$ cat src/rtl/mod_reduce_accumulator_ctrl_pkg.sv
// Shared definitions for the modular reduce/accumulate slice.
//   - Build defaults NTT_NUMBER, DATA_SIZE_ARB, MODULUS (overridable by
//     defining the macros before this file is compiled).
//   - FSM state encoding for the controller.
//   - modadd(): compare-subtract modular addition, used by both the lane
//     tree and the accumulator.
// Optional feature macro used by the controller: MOD_REDUCE_RANGE_CHECK_EN.

`ifndef NTT_NUMBER
`define NTT_NUMBER 8
`endif
`ifndef DATA_SIZE_ARB
`define DATA_SIZE_ARB 14
`endif
`ifndef MODULUS
`define MODULUS 12289
`endif

package mod_reduce_accumulator_ctrl_pkg;

  localparam int NTT_NUMBER    = `NTT_NUMBER;
  localparam int DATA_SIZE_ARB = `DATA_SIZE_ARB;
  localparam int MODULUS       = `MODULUS;

  // Working width of modadd; callers size-cast operands in and the result out.
  // Operands must be below 2^(MODADD_W-2) so the sum and sign stay exact.
  localparam int MODADD_W = 64;

  typedef enum logic [1:0] {
    IDLE   = 2'd0,
    ACCUM  = 2'd1,
    DRAIN  = 2'd2,
    OUTPUT = 2'd3
  } state_t;

  // (a + b) mod q for a, b < q: subtract q once if the sum reaches q.
  // The sign of the widened difference selects between s and s - q, which
  // matches a DW+2-bit compare for any a, b < 2^DW.
  function automatic logic [MODADD_W-1:0] modadd(
    input logic [MODADD_W-1:0] a,
    input logic [MODADD_W-1:0] b,
    input logic [MODADD_W-1:0] q
  );
    logic [MODADD_W-1:0] s;
    logic [MODADD_W:0]   t;
    s = a + b;
    t = {1'b0, s} - {1'b0, q};
    return t[MODADD_W] ? s : t[MODADD_W-1:0];
  endfunction

endpackage

$ cat src/rtl/mod_add_tree_pipe.sv
// NTT_NUM-lane modular reduction tree with a single output register.
//   clk, rst_n : clock, synchronous active-low reset (valid bit only)
//   in_vld     : lane vector on in_data is valid this cycle
//   in_data    : NTT_NUM lanes, lane k at [DW*k +: DW], each lane < Q
//   out_vld    : registered valid, one cycle after in_vld
//   out_data   : registered sum of all lanes mod Q

module mod_add_tree_pipe
  import mod_reduce_accumulator_ctrl_pkg::*;
#(
  parameter int NTT_NUM = `NTT_NUMBER,
  parameter int DW      = `DATA_SIZE_ARB,
  parameter int Q       = `MODULUS
) (
  input  logic                  clk,
  input  logic                  rst_n,
  input  logic                  in_vld,
  input  logic [NTT_NUM*DW-1:0] in_data,
  output logic                  out_vld,
  output logic [DW-1:0]         out_data
);

  // Heap-ordered tree: leaves at NTT_NUM..2*NTT_NUM-1, node i sums its
  // children 2i and 2i+1, root at node 1. Filling from the top index down
  // guarantees children are computed before their parent.
  logic [DW-1:0] node [1:2*NTT_NUM-1];

  always_comb begin
    for (int k = 0; k < NTT_NUM; k++) begin
      node[NTT_NUM+k] = in_data[DW*k +: DW];
    end
    for (int i = NTT_NUM - 1; i >= 1; i--) begin
      node[i] = DW'(modadd(MODADD_W'(node[2*i]), MODADD_W'(node[2*i+1]),
                           MODADD_W'(Q)));
    end
  end

  logic          vld_p1;
  logic [DW-1:0] sum_p1;

  // Stage 1: tree output register
  always_ff @(posedge clk) begin
    if (!rst_n) begin
      vld_p1 <= 1'b0;
    end else begin
      vld_p1 <= in_vld;
    end
  end

  always_ff @(posedge clk) begin
    sum_p1 <= node[1];
  end

  assign out_vld  = vld_p1;
  assign out_data = sum_p1;

endmodule

$ cat src/rtl/mod_reduce_accumulator_ctrl.sv
// Job sequencer: streams num_beats lane vectors through the modular adder
// tree, accumulates the beat sums mod Q and returns one scalar per job.
//   clk, rst_n            : clock, synchronous active-low reset
//   start, num_beats      : job start (sampled in IDLE) and its beat count
//   busy                  : high in every state except IDLE
//   in_valid/in_ready/in_data   : lane-vector input handshake
//   out_valid/out_ready/out_data: scalar result handshake
//   range_err             : only with MOD_REDUCE_RANGE_CHECK_EN defined;
//                           sticky flag for any accepted lane >= Q,
//                           cleared by the next accepted start.

module mod_reduce_accumulator_ctrl
  import mod_reduce_accumulator_ctrl_pkg::*;
#(
  parameter int NTT_NUM = `NTT_NUMBER,
  parameter int DW      = `DATA_SIZE_ARB,
  parameter int Q       = `MODULUS,
  parameter int CNT_W   = 16
) (
  input  logic                  clk,
  input  logic                  rst_n,
  input  logic                  start,
  input  logic [CNT_W-1:0]      num_beats,
  output logic                  busy,
  input  logic                  in_valid,
  output logic                  in_ready,
  input  logic [NTT_NUM*DW-1:0] in_data,
  output logic                  out_valid,
  input  logic                  out_ready,
`ifdef MOD_REDUCE_RANGE_CHECK_EN
  output logic                  range_err,
`endif
  output logic [DW-1:0]         out_data
);

  state_t            state_q, state_d;
  logic [CNT_W-1:0]  rem_q;
  logic              in_fire;
  logic              start_fire;
  logic              last_fire;
  logic              vld_p1;
  logic [DW-1:0]     sum_p1;
  logic [DW-1:0]     acc_p2;

  assign in_ready   = (state_q == ACCUM);
  assign in_fire    = in_valid && in_ready;
  assign start_fire = start && (state_q == IDLE);
  assign last_fire  = in_fire && (rem_q == CNT_W'(1));

  assign busy      = (state_q != IDLE);
  assign out_valid = (state_q == OUTPUT);
  assign out_data  = acc_p2;

  always_comb begin
    state_d = state_q;
    case (state_q)
      IDLE: begin
        if (start) begin
          state_d = (num_beats == '0) ? OUTPUT : ACCUM;
        end
      end
      ACCUM: begin
        if (last_fire) begin
          state_d = DRAIN;
        end
      end
      // No beat can enter while draining, so once the tree register is
      // empty the accumulator has already absorbed the final beat.
      DRAIN: begin
        if (!vld_p1) begin
          state_d = OUTPUT;
        end
      end
      OUTPUT: begin
        if (out_ready) begin
          state_d = IDLE;
        end
      end
      default: state_d = IDLE;
    endcase
  end

  always_ff @(posedge clk) begin
    if (!rst_n) begin
      state_q <= IDLE;
      rem_q   <= '0;
    end else begin
      state_q <= state_d;
      if (start_fire) begin
        rem_q <= num_beats;
      end else if (in_fire && (rem_q != '0)) begin
        rem_q <= rem_q - CNT_W'(1);
      end
    end
  end

  // Stage 1: lane tree, registered at its output
  mod_add_tree_pipe #(
    .NTT_NUM (NTT_NUM),
    .DW      (DW),
    .Q       (Q)
  ) u_tree (
    .clk      (clk),
    .rst_n    (rst_n),
    .in_vld   (in_fire),
    .in_data  (in_data),
    .out_vld  (vld_p1),
    .out_data (sum_p1)
  );

  // Stage 2: accumulator; it doubles as the held result in OUTPUT
  always_ff @(posedge clk) begin
    if (!rst_n) begin
      acc_p2 <= '0;
    end else if (start_fire) begin
      acc_p2 <= '0;
    end else if (vld_p1) begin
      acc_p2 <= DW'(modadd(MODADD_W'(acc_p2), MODADD_W'(sum_p1),
                           MODADD_W'(Q)));
    end
  end

`ifdef MOD_REDUCE_RANGE_CHECK_EN
  logic lane_oor;

  always_comb begin
    lane_oor = 1'b0;
    for (int k = 0; k < NTT_NUM; k++) begin
      if (in_data[DW*k +: DW] >= DW'(Q)) begin
        lane_oor = 1'b1;
      end
    end
  end

  always_ff @(posedge clk) begin
    if (!rst_n) begin
      range_err <= 1'b0;
    end else if (start_fire) begin
      range_err <= 1'b0;
    end else if (in_fire && lane_oor) begin
      range_err <= 1'b1;
    end
  end
`endif

endmodule

$ cat config.mk
export PLATFORM = sky130hd
export DESIGN_NAME = mod_reduce_accumulator_ctrl
export DESIGN_NICKNAME = d
export VERILOG_FILES = /design/src/rtl/mod_reduce_accumulator_ctrl_pkg.sv /design/src/rtl/mod_add_tree_pipe.sv /design/src/rtl/mod_reduce_accumulator_ctrl.sv
export SDC_FILE = /design/constraint.sdc
export NUM_CORES = 1
export LEC_CHECK = 0
export BUFFER_PORTS_ARGS = -buffer_cell sky130_fd_sc_hd__buf_2
export CORE_AREA = 2 2 137 139
export CTS_CLUSTER_DIAMETER = 200
export CTS_CLUSTER_SIZE = 25
export DETAILED_ROUTE_END_ITERATION = 6
export DIE_AREA = 0 0 139 141
export HOLD_SLACK_MARGIN = 0.03
export PLACE_DENSITY = 0.88
export SYNTH_ARGS = -nofsm -noshare
export SYNTH_HDL_FRONTEND = slang
export SYNTH_SLANG_ARGS = --single-unit
$ cat constraint.sdc
create_clock -name clk -period 9.6 [get_ports clk]
set_input_delay 0.96 -clock clk [delete_from_list [all_inputs] [get_ports clk]]
set_output_delay 0.96 -clock clk [all_outputs]
set_load 0.005 [all_outputs]
**Word-level counts from Yosys, hierarchy flattened**

Cells that the tools add are included.

- Add/subtract/negate cells: 17
- Divide/modulo/power cells: 0
- Order comparisons: 0
- Muxes and demuxes: 16
- Shift-type cells: 0
- Multiply operators: 0
- Reduce and logical (&&, ||, !) cells: 11
- Eq/ne operators: 8
- Bitwise operators: 1

Operator list:

| cell | number |
|---|---|
| $sub A15 B14 Y16 const B | 8 |
| $add A14 B14 Y15 | 8 |
| $mux W14 | 8 |
| $mux W16 | 2 |
| $eq A16 B1 Y1 const B | 1 |
| $logic_not A16 Y1 | 1 |
| $reduce_bool A16 Y1 | 1 |
| $sub A16 B1 Y16 const B | 1 |
| $mux W2 | 5 |
| $pmux W2 S4 | 1 |
| $eq A2 B2 Y1 const B | 2 |
| $logic_and A1 B1 Y1 | 4 |
| $ne A2 B1 Y1 const B | 2 |
| $ne A2 B2 Y1 const B | 2 |
| $reduce_and A4 Y1 | 1 |
| $reduce_bool A2 Y1 | 2 |
| $eq A2 B1 Y1 const B | 1 |
| $logic_not A2 Y1 | 1 |
| $reduce_or A2 Y1 | 1 |
| $not A1 Y1 | 1 |

- Output and inout port bits: 17
- Register bits: 47
- Word-level logic and storage cells: 58
- Memories kept: 0
- Latch bits: 0
- Bits of input ports: 133
- ROM bits: 0
- RAM bits: 0

**Depth between registers and ports, before layout**

- Word-level depth: 9
- Depth in mapped cells: 43
- Mapped depth without buffers: 40

**Hierarchy**

Synthesis repeated with hierarchy kept, for this count alone.

- Cell total of the unflattened synthesis: 1366
- Area, all modules: 10209.8 µm²

By module, submodules not included:

| module | instances | cells each | area an instance (µm²) |
|---|---|---|---|
| mod_add_tree_pipe | 1 | 1062 | 7659.8 |
| mod_reduce_accumulator_ctrl | 1 | 304 | 2549.9 |

**Worst setup path before layout**

No wires, ideal clock.

- Path type: input to register
- Start point: in in_data[28]
- End point: reg u_tree.sum_p1[5] (netlist: u_tree.out_data[5])
- Data arrival time: 9.164 ns
- Library setup time: 0.134 ns
- Required time: 9.466 ns
- Path slack: 0.303 ns
- Path buffers: 2
- Stages: 41
- Cells stage by stage: ha_1 inv_1 fa_1 nor2b_1 o21ai_1 a21oi_1 o31ai_1 a21o_1 a31oi_1 xor2_1 a21bo_2 o21ai_1 buf_2 mux2i_1 inv_1 fa_1 nor2b_1 o21ai_2 [... 5 more ...] o41a_1 a21boi_4 xnor2_1 ha_1 inv_1 fa_1 nor2b_1 o21a_1 nor2_1 xnor2_1 nor3_1 and3_1 nand4_1 or4b_1 a31oi_1 buf_4 nor4_1 xor2_1

RTL lines:

| element | RTL line | text |
|---|---|---|
| from (decl) | mod_reduce_accumulator_ctrl.sv:27 | `input logic [NTT_NUM*DW-1:0] in_data,` |
| to (signal assigned) | mod_add_tree_pipe.sv:51 | `sum_p1 <= node[1];` |
| to (decl) | mod_add_tree_pipe.sv:39 | `logic [DW-1:0] sum_p1;` |

==> impl_metrics.toml <==
[run_status]
status = "completed"

[cells_and_area]
final_cells = 1719
area_growth_pct = 20.3
post-route-util_pct = 63.3
finalInstanceArea_mm2 = 0.0116
final_common_cell = "buf_2"
mostFrequentLayoutCells = "buf_2, ha_1, nand2_1"
fin_nets = 1752
drive_gt1_share_pct = 22.4
antennaDiodeCount = 0

[synthesis]
yosysTopAreaCell = "ha_1"
synth_top_area_share_pct = 16.5
synth_edf_count = 0
async_flop_share_pct = 0
synth_compound_area_share_pct = 27.5
synthSimpleGateAreaFrac_pct = 22.9
syn_area_mm2 = 0.00961
ys_warn_count = 0
ys_top_cells_by_area = "ha_1, dfxtp_1, xnor2_1, xor2_1, o21ai_0"
synth_top_family_by_area = "compound AO/OA/AOI/OAI gates"
syn-num-nets = 1558
synth.avg_cell_area_um2 = 7.45
synthMuxAreaShare_pct = 1.90
ys_ff_latch = 47
synth_ff_type = "dfxtp_1"
ys_seq_area_share_pct = 9.79
synth_xor_area_share_pct = 15.6
synthAdderAreaFrac_pct = 18.2
synthCells = 1290
ys_types = 87

[setup_path]
crit_arrival_ps = 9540
slowest_stage = "or4_4"
start_kind = "primary input"
r2r-start = "out_data[0]$_SDFFE_PP0P_"
crit_start = "in_data[0]"
crit_top_cell = "xor2_1"
end_kind = "register"
slowest_delay_ps = 590
worstPathMaxFanout = 6
worstSetupPathType = "in2reg"
required_ps = 9760

[sta]
hold_viol = 0
fin_crit_sh_pct = 97.7
fin_hold_ws_ps = 516
period_needed_ps = 9380
maxSlewViolCount = 0
final-setup-viol-count = 0
setup_ws_ps = 220
slew_headroom_pct = 34.6
max_freq_mhz = 107
finClkSkew_ps = 5.66
worst_pin_slew_ps = 956

[route]
wire_per_inst_um = 14.1
wirelength_mm = 24.2
first_iter_violations = 483
via_per_inst = 5.89
dr.pass1.iters = 5
vias = 10100
ant_nets = 0
drc = 0

[place]
placed_cell_area_mm2 = 0.0108
place_hpwl_mm = 18.8
post-place-ws_ps = -321
place_inst = 1685
place_congestion = 0.903
numPortBuffers = 149

[floorplan]
core_mm2 = 0.0183
initial_utilization_pct = 52.6
dieArea_mm2 = 0.0196
rows = 50
die_width_um = 139
die_y_um = 141
io_pins = 150

[pwr]
p_leak_nw = 5.14
powerDensity_mw_per_mm2 = 417
ir_drop_mv = 0.407

[job]
maxCapViolations = 0

[clock_network]
cts_buffer_depth = 2
clock-sinks = 47
worstSkewPairLatency_ps = 290
clockRootBuffer = "clkbuf_16"
numCtsBuffers = 5
clkSlewWorstSetupHoldPaths_ps = 60
holdBufCountCts = 0
cts_htree_levels = 2
cts_tree = "done"

[min_path]
hold_start = "out_data[2]$_SDFFE_PP0P_"
worst_hold_path_type = "reg2reg"

[global_routing]
grt_pass1_wl_mm = 38.1
grt_max_degree = 32
gr-total-overflow = 0
grt_use_total_pct = 21.7
antenna_found_initial = 0
grt_pass1_vias = 9033
critical path: cells and delay by family:
kind            cells  cell delay (ps)
compound gates     15             3190
simple gates        9             2510
fa+ha+maj           4             1170
xor+xnor            5              850
buf+inv             5              610
mux                 1              230
layout make-up:
cell class                 instances  area [um2]
clock buffer                       7         133
multi-input combinational       1142        8670
fill                            1546        6700
sequential                        47         941
timing repair buffer             214        1250
clock inverter                     1        5.00
tap                              234         293
inverter                          74         278
flip-flops by register name, indices dropped and copies added (netlist names):
signal and cells:
u_tree.out_data 14, rem_q 16, state_q 2, u_tree.out_vld 1, out_data 14
stage by stage:
step	power (mW)	TNS (ps)
detailed placement	4.00	-2790
global placement	3.87	0
global route	5.23	-1190
CTS	4.19	0
floorplan	3.20	0
finish	4.82	0
where the power goes:
part | switching [mW] | internal (mW)
Sequential | 0.0465 | 0.301
Combinational | 2.35 | 1.96
Clock | 0.0694 | 0.0962
Total | 2.46 | 2.36
per-layer routing:
layer | wire length, um | share of wire [%] | vias up | track usage, %
met5 | 0 | 0 | - | 0
met4 | 561 | 2.3 | 0 | 6.27
met3 | 1010 | 4.2 | 51 | 1.60
met2 | 12100 | 50 | 267 | 39.5
met1 | 10600 | 44 | 4683 | 27.7
li1 | - | - | 5119 | -
cells in the mapped netlist (all sizes together) (8+ instances only):
cell,instances
dfxtp,47
o21bai,10
o31ai,17
and2,11
a31oi,14
nand3,31
a21boi,8
nand4,11
o21a,27
nand2b,22
or3,12
clkbuf,16
nor3,52
a211oi,18
a21oi,92
inv,74
o211ai,8
or2,11
xnor2,96
a21o,36
ha,127
nand2,99
mux2i,16
buf,11
nor2b,22
xor2,75
fa,8
and3,11
o21ai,92
nor4,19
nor2,94
o211a,8
path summary, 6_finish.rpt:
check        slack [ps]                          to  cells after the start
min reg2reg         520    out_data[2]$_SDFFE_PP0P_                      2
min                 520    out_data[2]$_SDFFE_PP0P_                      2
max reg2reg        5650   out_data[10]$_SDFFE_PP0P_                     13
max                 220  u_tree.out_data[5]$_DFF_P_                     39
repair_timing:
item                                    CTS  global route
gates resized for setup                   3            82
buffers inserted                          0            24
cloned                                    0             2
pin swaps                                 0            42
endpoints found under the setup margin    4            14
cells by family (layout without fill, tap and decap cells):
family / after synthesis / after routing
and+or+nand+nor: 427 / 427
adders and majority gates: 135 / 135
buffers and inverters: 101 / 296
muxes: 18 / 18
xor gates and xnor gates: 171 / 171
AOI/OAI and AO/OA: 391 / 391
DFF: 47 / 47
Note: power is estimated with default switching activity, not from simulation.
